[src/rtl/sha256_pkg.sv]
// sha256_pkg: shared types, constants and bit-mixing functions for the
// two-block SHA-256 compression engine.
package sha256_pkg;

  typedef logic [31:0] word_t;

  // Working variables a..h (also used for the hash state H0..H7, a == H0).
  typedef struct packed {
    word_t a;
    word_t b;
    word_t c;
    word_t d;
    word_t e;
    word_t f;
    word_t g;
    word_t h;
  } vars_t;

  typedef enum logic [1:0] {
    IDLE,
    ROUND,
    FOLD,
    DONE
  } fsm_t;

  localparam word_t K [64] = '{
    32'h428a2f98, 32'h71374491, 32'hb5c0fbcf, 32'he9b5dba5,
    32'h3956c25b, 32'h59f111f1, 32'h923f82a4, 32'hab1c5ed5,
    32'hd807aa98, 32'h12835b01, 32'h243185be, 32'h550c7dc3,
    32'h72be5d74, 32'h80deb1fe, 32'h9bdc06a7, 32'hc19bf174,
    32'he49b69c1, 32'hefbe4786, 32'h0fc19dc6, 32'h240ca1cc,
    32'h2de92c6f, 32'h4a7484aa, 32'h5cb0a9dc, 32'h76f988da,
    32'h983e5152, 32'ha831c66d, 32'hb00327c8, 32'hbf597fc7,
    32'hc6e00bf3, 32'hd5a79147, 32'h06ca6351, 32'h14292967,
    32'h27b70a85, 32'h2e1b2138, 32'h4d2c6dfc, 32'h53380d13,
    32'h650a7354, 32'h766a0abb, 32'h81c2c92e, 32'h92722c85,
    32'ha2bfe8a1, 32'ha81a664b, 32'hc24b8b70, 32'hc76c51a3,
    32'hd192e819, 32'hd6990624, 32'hf40e3585, 32'h106aa070,
    32'h19a4c116, 32'h1e376c08, 32'h2748774c, 32'h34b0bcb5,
    32'h391c0cb3, 32'h4ed8aa4a, 32'h5b9cca4f, 32'h682e6ff3,
    32'h748f82ee, 32'h78a5636f, 32'h84c87814, 32'h8cc70208,
    32'h90befffa, 32'ha4506ceb, 32'hbef9a3f7, 32'hc67178f2
  };

  localparam word_t H_INIT [8] = '{
    32'h6a09e667, 32'hbb67ae85, 32'h3c6ef372, 32'ha54ff53a,
    32'h510e527f, 32'h9b05688c, 32'h1f83d9ab, 32'h5be0cd19
  };

  function automatic word_t rotr(word_t x, int n);
    return (x >> n) | (x << (32 - n));
  endfunction

  function automatic word_t ch(word_t x, word_t y, word_t z);
    return (x & y) ^ (~x & z);
  endfunction

  function automatic word_t maj(word_t x, word_t y, word_t z);
    return (x & y) ^ (x & z) ^ (y & z);
  endfunction

  // Upper-case sigma 0 (applied to a).
  function automatic word_t bsig0(word_t x);
    return rotr(x, 2) ^ rotr(x, 13) ^ rotr(x, 22);
  endfunction

  // Upper-case sigma 1 (applied to e).
  function automatic word_t bsig1(word_t x);
    return rotr(x, 6) ^ rotr(x, 11) ^ rotr(x, 25);
  endfunction

  // Lower-case sigma 0 (message schedule, W[t-15]).
  function automatic word_t ssig0(word_t x);
    return rotr(x, 7) ^ rotr(x, 18) ^ (x >> 3);
  endfunction

  // Lower-case sigma 1 (message schedule, W[t-2]).
  function automatic word_t ssig1(word_t x);
    return rotr(x, 17) ^ rotr(x, 19) ^ (x >> 10);
  endfunction

  function automatic vars_t init_vars();
    vars_t r;
    r.a = H_INIT[0];
    r.b = H_INIT[1];
    r.c = H_INIT[2];
    r.d = H_INIT[3];
    r.e = H_INIT[4];
    r.f = H_INIT[5];
    r.g = H_INIT[6];
    r.h = H_INIT[7];
    return r;
  endfunction

  // Word-wise mod 2^32 sum used by the fold step.
  function automatic vars_t vars_add(vars_t x, vars_t y);
    vars_t r;
    r.a = x.a + y.a;
    r.b = x.b + y.b;
    r.c = x.c + y.c;
    r.d = x.d + y.d;
    r.e = x.e + y.e;
    r.f = x.f + y.f;
    r.g = x.g + y.g;
    r.h = x.h + y.h;
    return r;
  endfunction

endpackage

[src/rtl/sha256_2blk_core_if.sv]
// sha256_2blk_core_if: message-in / digest-out valid/ready handshakes.
// Signal suffixes are from the core's point of view.
interface sha256_2blk_core_if;
  logic          in_valid_i;
  logic [1023:0] in_i;
  logic          in_ready_o;
  logic          out_valid_o;
  logic [255:0]  out_o;
  logic          out_ready_i;

  modport master (
    output in_valid_i, in_i, out_ready_i,
    input  in_ready_o, out_valid_o, out_o
  );

  modport slave (
    input  in_valid_i, in_i, out_ready_i,
    output in_ready_o, out_valid_o, out_o
  );
endinterface

[src/rtl/sha256_round.sv]
// sha256_round: one combinational SHA-256 compression round.
module sha256_round
  import sha256_pkg::*;
(
  input  vars_t v,
  input  word_t kt,
  input  word_t wt,
  output vars_t v_n
);

  word_t t1;
  word_t t2;

  // Round temporaries and the rotated working variables.
  always_comb begin
    t1      = v.h + bsig1(v.e) + ch(v.e, v.f, v.g) + kt + wt;
    t2      = bsig0(v.a) + maj(v.a, v.b, v.c);
    v_n     = v;
    v_n.a   = t1 + t2;
    v_n.b   = v.a;
    v_n.c   = v.b;
    v_n.d   = v.c;
    v_n.e   = v.d + t1;
    v_n.f   = v.e;
    v_n.g   = v.f;
    v_n.h   = v.g;
  end

endmodule

[src/rtl/sha256_2blk_core.sv]
// sha256_2blk_core: iterative SHA-256 engine hashing one pre-padded
// 1024-bit (two-block) message per transaction.
// Build option SHA256_CORE_UNROLL2_EN: two chained rounds per cycle.
module sha256_2blk_core
  import sha256_pkg::*;
(
  input  logic              clk_i,
  input  logic              rst_ni,
  sha256_2blk_core_if.slave bus
);

`ifdef SHA256_CORE_UNROLL2_EN
  localparam logic [5:0] CNT_STEP = 6'd2;
`else
  localparam logic [5:0] CNT_STEP = 6'd1;
`endif
  // Counter value of the final ROUND cycle of a block (63, or 62 unrolled).
  localparam logic [5:0] CNT_LAST = 6'd63 - CNT_STEP + 6'd1;

  fsm_t        state_q;
  fsm_t        state_d;
  vars_t       h_q;
  vars_t       v_q;
  vars_t       h_sum;
  vars_t       rnd_v;
  vars_t       rnd0_v;
  word_t       w_q [16];
  word_t       w_new0;
  logic [511:0] blk1_q;
  logic [5:0]  cnt_q;
  logic        blk_idx_q;
  logic        accept;
  logic        last_round;

  assign accept     = bus.in_ready_o & bus.in_valid_i;
  assign last_round = (cnt_q == CNT_LAST);
  assign h_sum      = vars_add(h_q, v_q);

  assign bus.in_ready_o  = rst_ni & (state_q == IDLE);
  assign bus.out_valid_o = rst_ni & (state_q == DONE);
  assign bus.out_o       = bus.out_valid_o ? h_q : '0;

  // Schedule word entering the window after W[t] is consumed.
  assign w_new0 = ssig1(w_q[14]) + w_q[9] + ssig0(w_q[1]) + w_q[0];

  sha256_round u_round0 (
    .v   (v_q),
    .kt  (K[cnt_q]),
    .wt  (w_q[0]),
    .v_n (rnd0_v)
  );

`ifdef SHA256_CORE_UNROLL2_EN
  vars_t rnd1_v;
  word_t w_new1;

  // Second word does not depend on w_new0 (its t-2 tap is still in the window).
  assign w_new1 = ssig1(w_q[15]) + w_q[10] + ssig0(w_q[2]) + w_q[1];

  sha256_round u_round1 (
    .v   (rnd0_v),
    .kt  (K[{cnt_q[5:1], 1'b1}]),
    .wt  (w_q[1]),
    .v_n (rnd1_v)
  );

  assign rnd_v = rnd1_v;
`else
  assign rnd_v = rnd0_v;
`endif

  // State register.
  always_ff @(posedge clk_i) begin
    if (!rst_ni) begin
      state_q <= IDLE;
    end else begin
      state_q <= state_d;
    end
  end

  // Next-state logic: in_valid only matters in IDLE, out_ready only in DONE.
  always_comb begin
    state_d = state_q;
    unique case (state_q)
      IDLE:    if (accept) state_d = ROUND;
      ROUND:   if (last_round) state_d = FOLD;
      FOLD:    state_d = blk_idx_q ? DONE : ROUND;
      DONE:    if (bus.out_ready_i) state_d = IDLE;
      default: state_d = IDLE;
    endcase
  end

  // Hash state, working variables, round counter and block index.
  always_ff @(posedge clk_i) begin
    if (!rst_ni) begin
      h_q       <= '0;
      v_q       <= '0;
      cnt_q     <= '0;
      blk_idx_q <= 1'b0;
    end else begin
      unique case (state_q)
        IDLE: begin
          if (accept) begin
            h_q       <= init_vars();
            v_q       <= init_vars();
            cnt_q     <= '0;
            blk_idx_q <= 1'b0;
          end
        end
        ROUND: begin
          v_q   <= rnd_v;
          cnt_q <= cnt_q + CNT_STEP;
        end
        FOLD: begin
          h_q   <= h_sum;
          cnt_q <= '0;
          if (!blk_idx_q) begin
            v_q       <= h_sum;
            blk_idx_q <= 1'b1;
          end
        end
        default: ;
      endcase
    end
  end

  // Message schedule window; block 0 goes straight into the window on
  // accept and only block 1 is held for the second pass.
  always_ff @(posedge clk_i) begin
    if (accept) begin
      blk1_q <= bus.in_i[511:0];
      for (int i = 0; i < 16; i++) begin
        w_q[i] <= bus.in_i[1023 - 32*i -: 32];
      end
    end else if (state_q == ROUND) begin
`ifdef SHA256_CORE_UNROLL2_EN
      for (int i = 0; i < 14; i++) begin
        w_q[i] <= w_q[i + 2];
      end
      w_q[14] <= w_new0;
      w_q[15] <= w_new1;
`else
      for (int i = 0; i < 15; i++) begin
        w_q[i] <= w_q[i + 1];
      end
      w_q[15] <= w_new0;
`endif
    end else if ((state_q == FOLD) && !blk_idx_q) begin
      for (int i = 0; i < 16; i++) begin
        w_q[i] <= blk1_q[511 - 32*i -: 32];
      end
    end
  end

endmodule

[src/flat_wrapper.sv]
// flat-port wrapper written by rule: the top's interface ports become plain ports
module sha256_2blk_core_flat import sha256_pkg::*;
  (clk_i, rst_ni, bus_in_valid_i, bus_in_i, bus_out_ready_i, bus_in_ready_o, bus_out_valid_o, bus_out_o);
  sha256_2blk_core_if bus_i ();
  input  logic clk_i;
  input  logic rst_ni;
  input wire logic [$bits(bus_i.in_valid_i)-1:0] bus_in_valid_i;
  input wire logic [$bits(bus_i.in_i)-1:0] bus_in_i;
  input wire logic [$bits(bus_i.out_ready_i)-1:0] bus_out_ready_i;
  output wire logic [$bits(bus_i.in_ready_o)-1:0] bus_in_ready_o;
  output wire logic [$bits(bus_i.out_valid_o)-1:0] bus_out_valid_o;
  output wire logic [$bits(bus_i.out_o)-1:0] bus_out_o;
  assign bus_i.in_valid_i = bus_in_valid_i;
  assign bus_i.in_i = bus_in_i;
  assign bus_i.out_ready_i = bus_out_ready_i;
  assign bus_in_ready_o = bus_i.in_ready_o;
  assign bus_out_valid_o = bus_i.out_valid_o;
  assign bus_out_o = bus_i.out_o;
  sha256_2blk_core u_core (.clk_i(clk_i), .rst_ni(rst_ni), .bus(bus_i));
endmodule
[config.mk]
export PLATFORM = sky130hd
export DESIGN_NAME = sha256_2blk_core_flat
export DESIGN_NICKNAME = d
export VERILOG_FILES = /design/src/rtl/sha256_pkg.sv /design/src/rtl/sha256_2blk_core_if.sv /design/src/rtl/sha256_round.sv /design/src/rtl/sha256_2blk_core.sv /design/src/flat_wrapper.sv
export SDC_FILE = /design/constraint.sdc
export NUM_CORES = 2
export LEC_CHECK = 0
export ABC_AREA = 1
export ABC_CLOCK_PERIOD_IN_PS = 26400
export CORE_ASPECT_RATIO = 0.5
export CORE_MARGIN = 4
export CORE_UTILIZATION = 32
export DETAILED_ROUTE_END_ITERATION = 8
export PLACE_DENSITY_LB_ADDON = 0.12
export SYNTH_ARGS = -nofsm -noshare
export SYNTH_HDL_FRONTEND = slang
export SYNTH_HIERARCHICAL = 1
export SYNTH_SLANG_ARGS = --single-unit
[constraint.sdc]
create_clock -name clk_i -period 26.4 [get_ports clk_i]
set_input_delay 6.6 -clock clk_i [delete_from_list [all_inputs] [get_ports clk_i]]
set_output_delay 6.6 -clock clk_i [all_outputs]
set_load 0.01 [all_outputs]
==> summary.md <==
| Metric | Value |
|---|---|
| Crit path buffers/inverters | `4` |
| Largest net degree at the start of global routing | `191` |
| Synth Area per Inst | `7.638 sq um` |
| ANT nets after route | `0` |
| Clk_lat worst skew | `0.92 ns` |
| Ys async rst share | `0%` |
| Dominant synthesized flop cell | `edfxtp_1` |
| Fin cells | `18260` |
| Slew @ Worst Pin | `1.232 ns` |
| Relative slew margins | `17.85%` |
| CTS tree | `done` |
| Maxcap violations | `0` |
| IO Pins | `1286` |
| Hold Path Class | `reg -> reg` |
| GRT overflow | `0` |
| Syn Nets | `14660` |
| Worst EP arrival | `9.27 ns` |
| Initial Utilization | `32.24%` |
| Syn Std Cell Area | `99620 sq um` |
| Sequential share of the synthesized area | `41.34%` |
| Post-CTS setup buffer count | `0` |
| Final WS setup | `10.53 ns` |
| DRT iter0 DRCs | `9932` |
| Synth-to-Final Area Change | `21.16%` |
| Drt first pass iters | `6` |
| Global-route wire length before repair | `697.4 mm` |
| Crit end category | `output port` |
| Layout cells sized above 1 | `3.287%` |
| Num CTS Buffers | `167` |
| Port Buf Inserts | `1285` |
| Core area | `309000 sq um` |
| Initial antenna violation count | `139` |
| Total number of vias | `94030` |
| Most common cell on crit path | `buf_4` |
| Drc violations | `0` |
| Slew Limit Fails | `0` |
| # setup viols final | `0` |
| Crit-path slowest cell | `buf_4` |
| Vias in the first global route | `88870` |
| Die area | `320800 sq um` |
| WS Path Type | `in -> out` |
| Clock transition at path regs | `0.06 ns` |
| Post-DR wirelength/cell | `27.86 um` |
| CTS Buffer Depth | `4` |
| Register bit total from synthesis | `1545` |
| Ys Warns | `6` |
| Vias/cell | `5.151` |
| TNS Setup | `0 ns` |
| Final GP Congestion | `0.9545` |
| Post-cts sizing count | `0` |
| Clock sink total | `1545` |
| Period Utilization, post-route | `60.11%` |
| Total wire length | `508.7 mm` |
| Post-synth EDFFs | `1024` |
| Die Wd | `797.1 um` |
| Total track usage | `30.42%` |
| CTS Hold Bufs | `0` |
| Clock root cell | `clkbuf_16` |
| CP Max Fanout | `76` |
| Post-DP HPWL | `402.0 mm` |
| Critical Path Max Stage Delay | `0.61 ns` |
| Htree depth | `4` |
| DIE HEIGHT | `402.5 um` |
| Fin crit period | `15.87 ns` |
| Hold Fails Final Rpt | `0` |
| Net count, final | `15520` |
| Unrepaired setup endpoints after global routing | `false` |
| Worst R2R Start | `u_core/cnt_q[0]$_SDFFE_PN0P_` |
| Worst-path cell chain | `buf_8, nand2_4, buf_4, buf_4, nor2_1, clkdlybuf4s50_1` |
| Dpl cells | `17900` |
| Hold Path Origin | `u_core/v_q[125]$_SDFFE_PN0P_` |
| Outcome | `finished, final reports clean` |
| Critical path startpoint category | `input pin` |
| Top cell family by delay on the critical path | `buffers and inverters` |
| DP Worst Slack | `10.52 ns` |
| Max Fclk | `0.06301 GHz` |
| Post-Syn Instances | `13040` |
| Row count | `144` |
| Clk_skew | `0.09408 ns` |
| CP startpoint | `rst_ni` |
| Required @ worst endpoint | `19.80 ns` |
| Yosys cell types | `68` |
-- worst min-delay path: cells and delay by family, from the launching register on --
family,cells,cell delay [ns]
AOI/OAI and AO/OA,1,0.06
DFF,1,0.31
and+or+nand+nor,1,0.06
-- worst paths after layout --
path / endpoint / slack [ns] / cells after the start
hold reg to reg: u_core/v_q[125]$_SDFFE_PN0P_ / 0.47 / 2
setup / recovery: bus_out_o[138] / 10.53 / 6
setup reg to reg: u_core/v_q[248]$_SDFFE_PN0P_ / 16.08 / 34
hold / removal: u_core/v_q[125]$_SDFFE_PN0P_ / 0.47 / 2
-- layer usage --
| metal | vias to the layer above | share of wire [%] | GRT usage (%) |
|---|---|---|---|
| met5 | - | 0.019 | 0 |
| met1 | 45850 | 44 | 41.62 |
| met3 | 578 | 6.2 | 3.810 |
| met2 | 3489 | 47 | 50.07 |
| met4 | 14 | 3.2 | 9.532 |
| li1 | 44100 | - | - |
-- area by class of cell --
class                           instances  area (sq um)
Clock inverter                         86         869.6
Antenna cell                           68         170.2
Inverter                             1706          6449
Multi-Input combinational cell       9095         48660
Tap cell                             4161          5206
Timing Repair Buffer                 1388         13750
Fill cell                           32170        188300
Clock buffer                          206          4407
Sequential cell                      1545         41180
-- through the flow --
step | utilization, % | hold slack, ns | area, sq um
after floorplan | - | 0.4487 | 99620
after CTS | 39.01 | 0.4658 | 120500
after detailed placement | 37.30 | 0.4554 | 115300
after global placement | 37.30 | 0.4512 | 115300
final | 39.06 | 0.4691 | 120700
after global routing | 39.04 | 0.5098 | 120600
-- cell usage in the layout (no fill, tap or decap), types with 392 or more instances in the layout --
cell type	count
edfxtp_1	1024
nor2_1	1011
nand3_1	1029
o21ai_0	490
ha_1	392
dfxtp_1	521
a21oi_1	990
clkdlybuf4s50_1	1284
nand2_1	3809
inv_1	1688
-- sequential cells by signal (all words and copies together), names as in the netlist --
| signal | flops |
|---|---|
| u_core/state_q | 2 |
| u_core/v_q | 256 |
| u_core/blk_idx_q | 1 |
| u_core/h_q | 256 |
| u_core/cnt_q | 6 |
| u_core/blk1_q | 512 |
| u_core/w_q | 512 |
-- kinds of logic after synthesis --
kind of cell / after synthesis / synth area share, %
AO/OA/AOI/OAI: 1898 / 10.57
XOR/XNOR: 400 / 3.524
adder cells (fa/ha/maj): 609 / 9.068
buffers and inverters: 2403 / 9.898
flip-flops: 1545 / 41.34
multiplexers: 29 / 0.3027
AND/OR/NAND/NOR: 6159 / 25.30
-- Yosys cell counts, drive strengths merged, types with 63 or more instances --
cell,instances,area share (%)
a21oi,990,5.0
a31oi,86,0.54
buf,309,2.0
clkbuf,388,1.5
dfxtp,521,10
edfxtp,1024,31
fa,195,3.9
ha,394,4.9
inv,1700,6.4
nand2,3836,15
nand3,1032,5.2
nand4,71,0.45
nor2,1029,3.9
nor3,88,0.46
o21ai,493,2.5
o21bai,67,0.51
o221ai,63,0.55
xnor2,147,1.3
xor2,253,2.2
Power is left out: the tool's default activity adds up to more than one toggle a clock period on the data nets, which glitch-free logic cannot reach.
